--- src/rtl/filter_scheduler.sv ---
// Round-robin scheduler that time-shares one filter datapath among four channels,
// with per-job timeout, sticky overrun tracking and a registered result capture.
module filter_scheduler #(
  parameter int NCH     = 4,
  parameter int TIMEOUT = 1023
) (
  input  logic                clk,
  input  logic                rst_n,
  input  logic [NCH-1:0]      req,
  input  logic [32*NCH-1:0]   ch_data,
  input  logic [NCH-1:0]      ch_sign,
  input  logic                clr_ovr,
  output logic                flt_enable,
  output logic [31:0]         flt_datain,
  output logic                flt_sign,
  input  logic                flt_over,
  input  logic [31:0]         flt_result,
  output logic [31:0]         result,
  output logic [1:0]          result_ch,
  output logic                result_valid,
  output logic                timeout_err,
  output logic [NCH-1:0]      overrun,
  output logic                busy
);

  typedef enum logic [1:0] {IDLE, LOAD, RUN} state_e;

  localparam logic [15:0] LastCount = 16'(TIMEOUT - 1);

  state_e         state_q;
  logic [NCH-1:0] pending_q, pending_d;
  logic [NCH-1:0] overrun_q, overrun_d;
  logic [1:0]     grant_q, grant_d;
  logic [1:0]     last_grant_q;
  logic [1:0]     idx;
  logic [15:0]    cnt_q;
  logic           flt_enable_q, flt_sign_q;
  logic [31:0]    flt_datain_q, result_q;
  logic [1:0]     result_ch_q;
  logic           result_valid_q, timeout_err_q, busy_q;
  logic           job_done;
  logic [NCH-1:0] done_mask;

  // Walk downward so the nearest pending channel after last_grant overwrites the rest.
  always_comb begin
    grant_d = last_grant_q + 2'd1;
    idx     = last_grant_q;
    for (int i = NCH; i >= 1; i--) begin
      idx = last_grant_q + 2'(i);
      if (pending_q[idx]) grant_d = idx;
    end
  end

  assign job_done  = (state_q == RUN) && (flt_over || (cnt_q == LastCount));
  assign done_mask = job_done ? (NCH'(1) << grant_q) : '0;

  // A new request always survives a same-cycle clear, for both pending and overrun.
  assign pending_d = (pending_q & ~done_mask) | req;
  assign overrun_d = (clr_ovr ? '0 : overrun_q) | (req & pending_q & ~done_mask);

  always_ff @(posedge clk or negedge rst_n) begin
    if (!rst_n) begin
      state_q        <= IDLE;
      pending_q      <= '0;
      overrun_q      <= '0;
      grant_q        <= 2'd0;
      last_grant_q   <= 2'd3;
      cnt_q          <= 16'd0;
      flt_enable_q   <= 1'b0;
      flt_sign_q     <= 1'b0;
      flt_datain_q   <= 32'd0;
      result_q       <= 32'd0;
      result_ch_q    <= 2'd0;
      result_valid_q <= 1'b0;
      timeout_err_q  <= 1'b0;
      busy_q         <= 1'b0;
    end else begin
      pending_q      <= pending_d;
      overrun_q      <= overrun_d;
      result_valid_q <= 1'b0;
      timeout_err_q  <= 1'b0;
      case (state_q)
        IDLE: begin
          if (|pending_q) begin
            grant_q      <= grant_d;
            last_grant_q <= grant_d;
            busy_q       <= 1'b1;
            state_q      <= LOAD;
          end
        end
        LOAD: begin
          flt_datain_q <= ch_data[{grant_q, 5'd0} +: 32];
          flt_sign_q   <= ch_sign[grant_q];
          flt_enable_q <= 1'b1;
          cnt_q        <= 16'd0;
          state_q      <= RUN;
        end
        RUN: begin
          if (flt_over) begin
            result_q       <= flt_result;
            result_ch_q    <= grant_q;
            result_valid_q <= 1'b1;
            flt_enable_q   <= 1'b0;
            busy_q         <= 1'b0;
            state_q        <= IDLE;
          end else if (cnt_q == LastCount) begin
            timeout_err_q <= 1'b1;
            flt_enable_q  <= 1'b0;
            busy_q        <= 1'b0;
            state_q       <= IDLE;
          end else begin
            cnt_q <= cnt_q + 16'd1;
          end
        end
        default: begin
          state_q <= IDLE;
        end
      endcase
    end
  end

  assign flt_enable   = flt_enable_q;
  assign flt_datain   = flt_datain_q;
  assign flt_sign     = flt_sign_q;
  assign result       = result_q;
  assign result_ch    = result_ch_q;
  assign result_valid = result_valid_q;
  assign timeout_err  = timeout_err_q;
  assign overrun      = overrun_q;
  assign busy         = busy_q;

endmodule

--- config.mk ---
export PLATFORM = sky130hd
export DESIGN_NAME = filter_scheduler
export DESIGN_NICKNAME = d
export VERILOG_FILES = /design/src/rtl/filter_scheduler.sv
export SDC_FILE = /design/constraint.sdc
export NUM_CORES = 1
export LEC_CHECK = 0
export BUFFER_PORTS_ARGS = -buffer_cell sky130_fd_sc_hd__buf_2
export CAP_MARGIN = 20
export CORE_UTILIZATION = 30
export DETAILED_ROUTE_END_ITERATION = 16
export GPL_TIMING_DRIVEN = 0
export PLACE_DENSITY = 0.62
export SLEW_MARGIN = 5
export SYNTH_ARGS = -nofsm -noshare
export SYNTH_HDL_FRONTEND = slang
export SYNTH_SLANG_ARGS = --single-unit
--- constraint.sdc ---
create_clock -name clk -period 4.7 [get_ports clk]
set_clock_uncertainty 0.15 [all_clocks]
set_input_delay 0.235 -clock clk [delete_from_list [all_inputs] [get_ports clk]]
set_output_delay 0.235 -clock clk [all_outputs]
set_load 0.005 [all_outputs]
==> run summary <==
======================================================================================
Leakage power total .....................................................      3.38 nW
Worst path slowest cell .................................................      o41ai_4
Post-layout total power .................................................    0.00385 W
Number of buffers between clock root and the deepest sink ...............            2
Mean instance size in the synthesized netlist ...........................    14.1 um^2
Core Box Area ...........................................................  0.0165 mm^2
Root buffer selected by CTS .............................................    clkbuf_16
Leading post-synthesis cells by instance count .......................... dfrtp_1 (99), mux2_2 (69), mux4_2 (33), nor2_1 (19), nand2_1 (17)
First-iteration detailed-routing DRC count ..............................          130
CTS tree ................................................................         done
Maximum operating frequency .............................................    0.425 GHz
Most repeated cell in the gate-level netlist after synthesis ............      dfrtp_1
Post-route clock period utilization .....................................        0.500
Max-slew violation count ................................................            0
Top post-synthesis cells by area ........................................ dfrtp_1 (49%), mux2_2 (15%), mux4_2 (15%)
Boundary Pins ...........................................................          247
Worst-skew pair later-pin latency .......................................       340 ps
Class of the most critical hold timing path .............................       in2reg
Delay of the slowest critical-path stage ................................       500 ps
Total routing resource utilization after global routing .................        0.163
Share of the yosys chip area belonging to registers .....................        0.501
Post-route minimum period ...............................................      2350 ps
Die width ...............................................................       132 um
Area share of the largest cell type after synthesis .....................        0.491
Outcome ................................................................. complete, no violations
Number of core rows .....................................................           47
Kind of critical path ...................................................      reg2reg
Starting Density ........................................................        0.306
Endpoint class of the critical path .....................................    flip-flop
Post-synthesis async set-or-reset flop share ............................         1.00
Leading register cell type out of synthesis .............................      dfrtp_1
Die Y ...................................................................       132 um
# DRC ...................................................................            0
Count of cell types in the netlist ......................................           48
Total of endpoints with negative setup slack in the final report ........            0
Mapped Nets .............................................................          536
Number of vias after detailed routing ...................................        4,185
Crit path buf inv count .................................................            1
Maximum capacitance violations ..........................................            0
CP Cell Sequence ........................................................ inv_1 -> ha_1 -> nor4b_4 -> nand3_4 -> o41ai_4 -> nand3_1 -> a32o_1
Hold violation count in the final report ................................            0
N_diodes ................................................................            0
Post-detailed-route via-to-cell ratio ...................................         4.77
Vias in the first global route ..........................................        4,670
Largest vdd supply drop .................................................     0.248 mV
Clock sink count ........................................................          101
Port bufs ...............................................................          246
Top cell type by total area after synthesis .............................      dfrtp_1
Synth warn ..............................................................            0
Detailed Routing Iterations Pass 1 ......................................            4
Actual slew at the worst max-slew pin ...................................       704 ps
Data arrival time of the critical path ..................................      2430 ps
Pin count of the biggest net entering global routing ....................           53
Number of setup buffers added after CTS .................................            0
Clock slew at the register clock pins of the worst setup and hold paths .        70 ps
Final wirelength ........................................................      13.5 mm
Family of cells with the greatest summed delay on the critical path ..... compound AO/OA/AOI/OAI gates
Detail Route Antenna Nets ...............................................            0
CTS H-tree lvls .........................................................            3
Critical Path Fanout Max ................................................            9
Fraction of layout cells with a size suffix above 1 .....................        0.581
Area delta synth->final .................................................        43.6%
Initial antenna violation count .........................................            0
Post-synthesis cell area ................................................ 0.00505 mm^2
Global-route wire length before repair ..................................      22.6 mm
Setup repair after global routing missed its margin .....................           no
Die area ................................................................  0.0174 mm^2
Placed wire-length estimate .............................................      10.1 mm
Areal power density over the cells ......................................  531 mW/mm^2
Routed length per instance ..............................................      15.3 um
CTS Buf Count ...........................................................            9
FF-to-FF setup slack ....................................................      2350 ps
Required @ worst endpoint ...............................................      4780 ps
Final setup TNS .........................................................         0 ps
Nets ....................................................................          831
Startpoint types ........................................................    flip-flop
Number of synthesized register bits .....................................          101
Last weighted congestion value of the routability-driven placer .........        0.826
Grt total ovfl ..........................................................            0
Cells after synthesis ...................................................          358
Number of flops mapped to enable cells by yosys .........................            0
Remaining max-slew budget at the tightest pin ...........................        0.531
======================================================================================
-- cell families after synthesis --
logic type	after synthesis	synth area share
adder cells (fa/ha/maj)	6	0.0149
AND/OR/NAND/NOR	75	0.0862
XOR/XNOR	11	0.0191
multiplexers	106	0.309
AO/OA/AOI/OAI	29	0.0459
flip-flops	101	0.501
buffers and inverters	30	0.0238
-- final timing paths --
| kind | from | end | depth (start not counted) |
|---|---|---|---|
| worst max register to register | cnt_q[0] | overrun[3] | 7 |
| worst min register to register | overrun[1] | overrun[1] | 1 |
| max in group asynchronous | rst_n | last_grant_q[1] | 3 |
| worst min-delay path | flt_over | timeout_err | 3 |
| worst max-delay path | cnt_q[0] | overrun[3] | 7 |
| min in group asynchronous | rst_n | cnt_q[5] | 2 |
-- metrics by stage --
stage / hold slack (ps) / instance area [um^2] / cells / worst slack, ps / utilization
2_1_floorplan: -211 / 5050 / 358 / 2630 / -
3_3_place_gp: 280 / 6560 / 824 / 2150 / 0.397
3_5_place_dp: 187 / 6590 / 825 / 2300 / 0.399
4_1_cts: 122 / 7250 / 878 / 2290 / 0.439
5_1_grt: 140 / 7250 / 878 / 2200 / 0.439
6_report: 143 / 7250 / 878 / 2350 / 0.439
-- where the power goes --
| group | switching, W | internal [W] | leakage (nW) | total (W) |
|---|---|---|---|---|
| Clock | 0.000343 | 0.000383 | 0.135 | 0.000726 |
| Combinational | 0.000746 | 0.000974 | 2.04 | 0.00172 |
| Sequential | 0.000174 | 0.00123 | 1.21 | 0.00140 |
-- sequential cells by signal, indices dropped and copies added (netlist names) --
register and cells:
result_ch 2, overrun 4, flt_datain 32, busy 1
state_q 2, flt_enable 1, result_valid 1, flt_sign 1
timeout_err 1, pending_q 4, cnt_q 16, last_grant_q 2
grant_q 2, result 32
-- layer usage --
layer | up-vias | global-route usage | routed length [um]
li1 | 1933 | - | -
met1 | 2084 | 0.181 | 5230
met2 | 143 | 0.295 | 7170
met3 | 25 | 0.0444 | 765
met4 | 0 | 0.0588 | 289
met5 | - | 0 | 0
-- placed cells by master (no fill, tap or decap), types with 2 or more instances in the layout --
| cell | count |
|---|---|
| buf_2 | 251 |
| dfrtp_1 | 99 |
| mux2_2 | 69 |
| dlygate4sd3_1 | 37 |
| mux4_2 | 33 |
| nor2_1 | 19 |
| nand2_1 | 17 |
| clkbuf_1 | 15 |
| xor2_1 | 10 |
| inv_1 | 9 |
| clkbuf_16 | 9 |
| nand3_1 | 8 |
| o21ai_0 | 7 |
| ha_1 | 6 |
| a21o_1 | 4 |
| mux2i_1 | 4 |
| nand3b_1 | 3 |
| a32o_1 | 3 |
| nor4_1 | 3 |
| o211ai_1 | 3 |
| nor3b_1 | 3 |
| nand4_1 | 3 |
| nor3_1 | 3 |
| o31ai_1 | 3 |
| clkinvlp_4 | 3 |
| nand2b_1 | 2 |
| inv_8 | 2 |
| dfstp_2 | 2 |
-- cell type report --
cell class / count / area (um^2)
well taps: 220 / 275
flip-flops and latches: 101 / 2530
fillers: 1527 / 9280
multi-input cells: 227 / 2400
plain buffers: 21 / 86.3
repair buffers: 284 / 1630
clock buffers: 10 / 239
clock inverters: 6 / 53.8
inverters: 9 / 33.8
-- tightest hold or removal path: cells and delay by family --
family	cells	cell delay [ps]
simple gates	2	240
buf+inv	1	110
-- what timing repair did --
item                                   in CTS  in global routing
hold buffers                               37                  0
endpoints found under the hold margin      90                  0
gates resized for setup                     0                  0
Power figures use the tool's default switching activity.
